===== config.mk =====
export PLATFORM = sky130hd
export DESIGN_NAME = secded_stream_decoder_flat
export DESIGN_NICKNAME = d
export VERILOG_FILES = /design/src/rtl/secded_stream_decoder_if.sv /design/src/rtl/secded_stream_decoder.sv /design/src/flat_wrapper.sv
export SDC_FILE = /design/constraint.sdc
export NUM_CORES = 1
export LEC_CHECK = 0
export CAP_MARGIN = 0
export CORE_MARGIN = 3
export CORE_UTILIZATION = 35
export CTS_CLUSTER_SIZE = 8
export DETAILED_ROUTE_END_ITERATION = 8
export PLACE_DENSITY = 0.59
export SYNTH_ARGS = -nofsm -noshare
export SYNTH_HDL_FRONTEND = slang
export SYNTH_SLANG_ARGS = --single-unit

===== constraint.sdc =====
create_clock -name clk -period 4.9 [get_ports clk]
set_clock_uncertainty 0.15 [all_clocks]
set_input_delay 0.735 -clock clk [delete_from_list [all_inputs] [get_ports clk]]
set_output_delay 0.735 -clock clk [all_outputs]
set_load 0.05 [all_outputs]

===== src/rtl/secded_stream_decoder_if.sv =====
// Stream bundle for the SECDED(13,8) decoder: codeword input handshake and
// classified/corrected result output handshake.
interface secded_stream_decoder_if;
  logic        in_valid;
  logic        in_ready;
  logic [12:0] in_codeword;
  logic [3:0]  in_tag;
  logic        out_valid;
  logic        out_ready;
  logic [7:0]  out_data;
  logic [12:0] out_codeword;
  logic [3:0]  out_tag;
  logic [3:0]  out_syndrome;
  logic        out_overall_parity;
  logic        no_error;
  logic        one_bit_error;
  logic        parity_error;
  logic        two_bit_error;

  modport master (
    output in_valid, in_codeword, in_tag, out_ready,
    input  in_ready, out_valid, out_data, out_codeword, out_tag, out_syndrome,
           out_overall_parity, no_error, one_bit_error, parity_error, two_bit_error
  );

  modport slave (
    input  in_valid, in_codeword, in_tag, out_ready,
    output in_ready, out_valid, out_data, out_codeword, out_tag, out_syndrome,
           out_overall_parity, no_error, one_bit_error, parity_error, two_bit_error
  );
endinterface


===== src/rtl/secded_stream_decoder.sv =====
// Two-stage SECDED(13,8) stream decoder: S1 latches the codeword, syndrome is
// decoded behind it, S2 latches the corrected result. Global stall on backpressure.
module secded_stream_decoder (
  input  logic                   clk,
  input  logic                   rst,
  secded_stream_decoder_if.slave s,
  input  logic                   cnt_clear,
  output logic [7:0]             corr_count,
  output logic [7:0]             uncorr_count
);
  localparam int STAGES = 2;

  logic [STAGES:1] vld_pipe_q;
  logic [12:0]     s1_cw_q;
  logic [3:0]      s1_tag_q;
  logic            adv;

  assign adv        = !vld_pipe_q[STAGES] || s.out_ready;
  assign s.in_ready = adv;
  assign s.out_valid = vld_pipe_q[STAGES];

  always_ff @(posedge clk) begin
    if (rst) begin
      vld_pipe_q <= '0;
      s1_cw_q    <= '0;
      s1_tag_q   <= '0;
    end else if (adv) begin
      vld_pipe_q <= {vld_pipe_q[1], s.in_valid};
      s1_cw_q    <= s.in_codeword;
      s1_tag_q   <= s.in_tag;
    end
  end

  // Syndrome bit i covers positions whose 1-based index has bit i set.
  logic [3:0]  syn;
  logic        par;
  logic        c_no, c_one, c_par, c_two;
  logic [12:0] flip_mask, cw_fix;
  logic [7:0]  data_fix;

  always_comb begin
    syn = '0;
    for (int j = 0; j < 12; j++) begin
      for (int i = 0; i < 4; i++) begin
        if ((((j + 1) >> i) & 1) != 0) syn[i] = syn[i] ^ s1_cw_q[j];
      end
    end
    par   = ^s1_cw_q;
    c_no  = (syn == 4'd0) && !par;
    c_par = (syn == 4'd0) && par;
    c_one = (syn != 4'd0) && par && (syn <= 4'd12);
    c_two = (syn != 4'd0) && !c_one;
    flip_mask = '0;
    if (c_one)      flip_mask = 13'd1 << (syn - 4'd1);
    else if (c_par) flip_mask = 13'h1000;
    cw_fix   = s1_cw_q ^ flip_mask;
    data_fix = {cw_fix[11:8], cw_fix[6:4], cw_fix[2]};
  end

  logic [7:0]  data_q;
  logic [12:0] cw_q;
  logic [3:0]  tag_q, syn_q;
  logic        par_q;
  logic [3:0]  cls_q;

  always_ff @(posedge clk) begin
    if (rst) begin
      data_q <= '0;
      cw_q   <= '0;
      tag_q  <= '0;
      syn_q  <= '0;
      par_q  <= 1'b0;
      cls_q  <= '0;
    end else if (adv) begin
      data_q <= data_fix;
      cw_q   <= cw_fix;
      tag_q  <= s1_tag_q;
      syn_q  <= syn;
      par_q  <= par;
      cls_q  <= vld_pipe_q[1] ? {c_no, c_one, c_par, c_two} : 4'b0000;
    end
  end

  assign s.out_data           = data_q;
  assign s.out_codeword       = cw_q;
  assign s.out_tag            = tag_q;
  assign s.out_syndrome       = syn_q;
  assign s.out_overall_parity = par_q;
  assign s.no_error           = cls_q[3];
  assign s.one_bit_error      = cls_q[2];
  assign s.parity_error       = cls_q[1];
  assign s.two_bit_error      = cls_q[0];

  logic       hs;
  logic [7:0] corr_d, corr_q, uncorr_d, uncorr_q;

  assign hs = vld_pipe_q[STAGES] && s.out_ready;

  always_comb begin
    corr_d   = corr_q;
    uncorr_d = uncorr_q;
    if (cnt_clear) begin
      corr_d   = '0;
      uncorr_d = '0;
    end else if (hs) begin
      if ((cls_q[2] || cls_q[1]) && corr_q != 8'hFF) corr_d = corr_q + 8'd1;
      if (cls_q[0] && uncorr_q != 8'hFF)            uncorr_d = uncorr_q + 8'd1;
    end
  end

  always_ff @(posedge clk) begin
    if (rst) begin
      corr_q   <= '0;
      uncorr_q <= '0;
    end else begin
      corr_q   <= corr_d;
      uncorr_q <= uncorr_d;
    end
  end

  assign corr_count   = corr_q;
  assign uncorr_count = uncorr_q;
endmodule

===== src/flat_wrapper.sv =====
// flat-port wrapper written by rule: the top's interface ports become plain ports
module secded_stream_decoder_flat 
  (clk, rst, cnt_clear, corr_count, uncorr_count, s_in_valid, s_in_codeword, s_in_tag, s_out_ready, s_in_ready, s_out_valid, s_out_data, s_out_codeword, s_out_tag, s_out_syndrome, s_out_overall_parity, s_no_error, s_one_bit_error, s_parity_error, s_two_bit_error);
  secded_stream_decoder_if s_i ();
  input  logic clk;
  input  logic rst;
  input  logic cnt_clear;
  output logic [7:0] corr_count;
  output logic [7:0] uncorr_count;
  input wire logic [$bits(s_i.in_valid)-1:0] s_in_valid;
  input wire logic [$bits(s_i.in_codeword)-1:0] s_in_codeword;
  input wire logic [$bits(s_i.in_tag)-1:0] s_in_tag;
  input wire logic [$bits(s_i.out_ready)-1:0] s_out_ready;
  output wire logic [$bits(s_i.in_ready)-1:0] s_in_ready;
  output wire logic [$bits(s_i.out_valid)-1:0] s_out_valid;
  output wire logic [$bits(s_i.out_data)-1:0] s_out_data;
  output wire logic [$bits(s_i.out_codeword)-1:0] s_out_codeword;
  output wire logic [$bits(s_i.out_tag)-1:0] s_out_tag;
  output wire logic [$bits(s_i.out_syndrome)-1:0] s_out_syndrome;
  output wire logic [$bits(s_i.out_overall_parity)-1:0] s_out_overall_parity;
  output wire logic [$bits(s_i.no_error)-1:0] s_no_error;
  output wire logic [$bits(s_i.one_bit_error)-1:0] s_one_bit_error;
  output wire logic [$bits(s_i.parity_error)-1:0] s_parity_error;
  output wire logic [$bits(s_i.two_bit_error)-1:0] s_two_bit_error;
  assign s_i.in_valid = s_in_valid;
  assign s_i.in_codeword = s_in_codeword;
  assign s_i.in_tag = s_in_tag;
  assign s_i.out_ready = s_out_ready;
  assign s_in_ready = s_i.in_ready;
  assign s_out_valid = s_i.out_valid;
  assign s_out_data = s_i.out_data;
  assign s_out_codeword = s_i.out_codeword;
  assign s_out_tag = s_i.out_tag;
  assign s_out_syndrome = s_i.out_syndrome;
  assign s_out_overall_parity = s_i.out_overall_parity;
  assign s_no_error = s_i.no_error;
  assign s_one_bit_error = s_i.one_bit_error;
  assign s_parity_error = s_i.parity_error;
  assign s_two_bit_error = s_i.two_bit_error;
  secded_stream_decoder u_core (.clk(clk), .rst(rst), .s(s_i), .cnt_clear(cnt_clear), .corr_count(corr_count), .uncorr_count(uncorr_count));
endmodule

Yosys cells after proc, flatten, opt, wreduce, memory -nomap -nowiden
Index checks and enable logic that the tools add are counted.
{"block": "totals", "output_inout_bits": 52, "in_bits": 22, "word_cells": 59, "reg_bits": 69}
{"block": "classes", "reduce_logical": 19, "mux": 3, "bitwise_logic": 19, "shifts": 1, "n_lt_le_gt_ge": 1, "n_addsub": 3, "n_eq_ne": 2}
{"op": "$mux 13", "count": 2}
{"op": "$xor 1x1->1", "count": 18}
{"op": "$add 8x1->8 const B", "count": 2}
{"op": "$ne 8x8->1 const B", "count": 2}
{"op": "$reduce_xor 13->1", "count": 1}
{"op": "$shl 1x4->13 const A", "count": 1}
{"op": "$xor 13x13->13", "count": 1}
{"op": "$logic_and 1x1->1", "count": 8}
{"op": "$le 4x4->1 const B", "count": 1}
{"op": "$logic_not 4->1", "count": 1}
{"op": "$mux 4", "count": 1}
{"op": "$reduce_and 2->1", "count": 2}
{"op": "$reduce_bool 4->1", "count": 1}
{"op": "$sub 4x1->4 const B", "count": 1}
{"op": "$logic_not 1->1", "count": 3}
{"op": "$logic_or 1x1->1", "count": 2}
{"op": "$reduce_or 2->1", "count": 1}

Longest topological paths before layout
{"block": "depth", "word_depth": 11, "ltp_mapped": 8, "mapped_depth_nobuf": 8}

Worst setup path after synthesis
OpenSTA, ideal clock, no wires.
{"block": "synth_timing", "path_type": "in2out", "start": "in s_out_ready", "end": "out s_in_ready", "required_ns": 4.015, "path_stages": 4, "t_arrival_ns": 1.727, "path_slack_ns": 2.288, "path_cell_list": "nor2b_1 > clkbuf_1 > inv_2 > buf_1"}
{"block": "synth_between", "elab_chain_cells": 1}
{"item": "from (decl)", "line": "flat_wrapper.sv:13", "text": "input wire logic [$bits(s_i.out_ready)-1:0] s_out_ready;"}
{"item": "$logic_or 1x1->1", "line": "secded_stream_decoder.sv:18", "text": "assign adv = !vld_pipe_q[STAGES] || s.out_ready;"}
{"item": "to (decl)", "line": "flat_wrapper.sv:14", "text": "output wire logic [$bits(s_i.in_ready)-1:0] s_in_ready;"}
No other way between the ends.

Worst setup path after layout
Ends and elaborated chain as after synthesis.

==> impl_results.md <==
- Syn Nets: 366
- CTS tree: yes
- Tot GR Track Use: 14.3%
- Startpoint Class: primary input
- Die area: 0.00948 mm2
- Cell Area, Synth: 0.00292 mm2
- Status: finished clean
- Die Span X: 97.4 um
- CP max FO: 3
- Global route total overflow: 0
- Post-synth top area cell: dfxtp_1
- Synth warnings: 0
- Antenna-violating nets left: 0
- Final TNS setup: 0 ps
- Initial drt markers: 62
- Final Cycle Share: 62.9%
- Main synth FF type: dfxtp_1
- Worst path most repeated cell: clkdlybuf4s50_1
- Share of cells above drive strength 1: 9.31%
- Relative slew slack: 63.1%
- Final setup fails: 0
- Via density: 4.75
- HP Class: flop to flop
- Clock transition at path regs: 70 ps
- Avg WL per Cell: 12.6 um
- Synth top area cells: dfxtp_1 (42%), nand2_1 (8.7%), xnor2_1 (5.7%)
- Clock buffer count from CTS: 9
- WP data arrival: 2200 ps
- Worst VDD drop: 204 uV
- Gate Count Post-Synth: 342
- Leakage: 1.43 nW
- Buf/Inv on CP: 3
- Final-report hold violation count: 0
- CP Class: primary input to output pin
- Core Area: 0.00793 mm2
- Die Ht: 97.4 um
- Cell family with most CP delay: buffers and inverters
- Number of cells upsized or downsized after cts: 0
- Avg Cell Area, Syn: 8.55 um2
- Placed insts: 495
- Synthesis-to-layout area growth: 32.0%
- Post-route insts no fill: 510
- Final Max Tran Viols: 0
- Minimum clock period: 3080 ps
- DP HPWL: 4.66 mm
- Yosys reg bits: 61
- Clock sinks: 61
- CTS Hold Buffers Added: 0
- Vias in the first global route: 2297
- Post-synth ARST share: 0%
- First-pass GRT wire length: 11.0 mm
- First-pass DRT Iterations: 4
- CP required: 4010 ps
- H-Tree Depth: 3
- Hold_ws: 303 ps
- Worst-path cell chain: clkdlybuf4s50_1 > nor2b_2 > inv_2 > clkdlybuf4s50_1
- Synth top area share: 41.8%
- Largest net degree at the start of global routing: 55
- Root buffer cell: clkbuf_8
- Via Count: 2420
- Synth cell count leaders: nand2_1 (68), dfxtp_1 (61), nor2_1 (43)
- Register area share after synthesis: 41.8%
- GPL Wtd Cong: 0.793
- Residual DRC: 0
- CTS max path bufs: 2
- Slowest-stage cell, CP: clkdlybuf4s50_1
- MaxCap Viol Count: 0
- Least-Margin Pin Slew: 551 ps
- Initial core utilization: 36.9%
- N_diodes: 0
- Fillers: 813
- Clk_lat worst skew: 340 ps
- Slowest stage delay, CP: 790 ps
- I/O pin count: 74
- Layout Nets: 428
- Post-synth EDFFs: 0
- Routed WL: 6.41 mm
- Pwr dens: 367 mW/mm2
- Dominant cell by count in the synthesized netlist: nand2_1
- Achievable Freq: 0.324 GHz
- Initial antenna violation count: 0
- Port bufs: 73
- Netlist cell types: 43
- RSZ-0062 raised after global routing: no
- Post-CTS setup buffers: 0
- Crit end category: output pin
- Placement Rows: 32
==> per-layer routing <==
layer / up-vias / routed length [um] / global-route usage, %
met5: - / 0 / 0
met4: 0 / 44 / 4.79
met3: 5 / 408 / 5.38
met2: 57 / 2910 / 21.8
met1: 1102 / 3050 / 18.7
li1: 1256 / - / -
==> stage by stage <==
step | instance area (um2) | power, mW | worst slack (ps) | util, %
6_report | 3860 | 1.42 | 1820 | 48.7
5_1_grt | 3860 | 1.50 | 1770 | 48.7
4_1_cts | 3860 | 1.44 | 1810 | 48.7
3_5_place_dp | 3680 | 1.01 | 1810 | 46.4
3_3_place_gp | 3680 | 1.00 | 1800 | 46.4
2_1_floorplan | 2920 | 0.895 | 2290 | -
==> power by group <==
part | switching (mW) | internal, mW
clock network | 0.192 | 0.229
registers | 0.0295 | 0.531
logic | 0.265 | 0.169
==> flip-flops by register name, summed over array words and instances, names as in the netlist <==
name	count
u_core.corr_count	8
u_core.s1_cw_q	13
u_core.cls_q	4
u_core.s.out_syndrome	4
u_core.s1_tag_q	4
u_core.vld_pipe_q	2
u_core.s.out_tag	4
u_core.s.out_codeword	13
u_core.uncorr_count	8
u_core.s.out_overall_parity	1
==> layout make-up <==
cell class	instances	area (um2)	share of cell area, %
multi-input combinational	255	1570	40.8
tap	102	128	3.31
inverter	1	3.75	0.0973
clock inverter	5	52.6	1.36
timing repair buffer	76	753	19.5
clock buffer	10	128	3.31
sequential	61	1220	31.6
==> placed cells by master, fill, tap and decap left out, drive strengths merged, types with 2 or more instances in the layout <==
cell / count
and3: 4
dfxtp: 61
and2: 3
a21oi: 30
nor2b: 7
buf: 3
o211ai: 2
xnor2: 23
nor2: 43
ha: 2
a22oi: 6
xnor3: 2
clkbuf: 10
nand2: 68
mux2i: 3
clkinv: 3
a211oi: 13
or3: 3
xor2: 20
nor3: 3
nand3: 4
and2b: 2
nand4: 5
o21ai: 4
clkdlybuf4s50: 73
==> path summary, 6_finish.rpt <==
check,startpoint,endpoint,slack (ps),cells after the start
setup / recovery,s_out_ready,s_in_ready,1820,4
hold / removal,u_core.s1_tag_q[3],u_core.s.out_tag[3],300,2
setup reg to reg,u_core.s1_cw_q[0],u_core.s.out_codeword[5],2650,6
hold reg to reg,u_core.s1_tag_q[3],u_core.s.out_tag[3],300,2
==> worst min-delay path, delay by kind of cell (launching register included) <==
kind / cells / cell delay, ps
AO/OA/AOI/OAI: 1 / 50
AND/OR/NAND/NOR: 1 / 50
flip-flops: 1 / 310
==> logic make-up (layout without fill, tap and decap cells) <==
logic type | after synthesis | count (layout) | synth area share, %
buffers and inverters | 26 | 92 | 4.49
AO/OA/AOI/OAI | 61 | 61 | 13.2
XOR/XNOR | 45 | 45 | 16.7
adder cells (fa/ha/maj) | 2 | 2 | 0.856
multiplexers | 3 | 3 | 1.03
AND/OR/NAND/NOR | 144 | 144 | 21.9
flip-flops | 61 | 61 | 41.8
No activity file was read; power rests on OpenSTA's default activity.
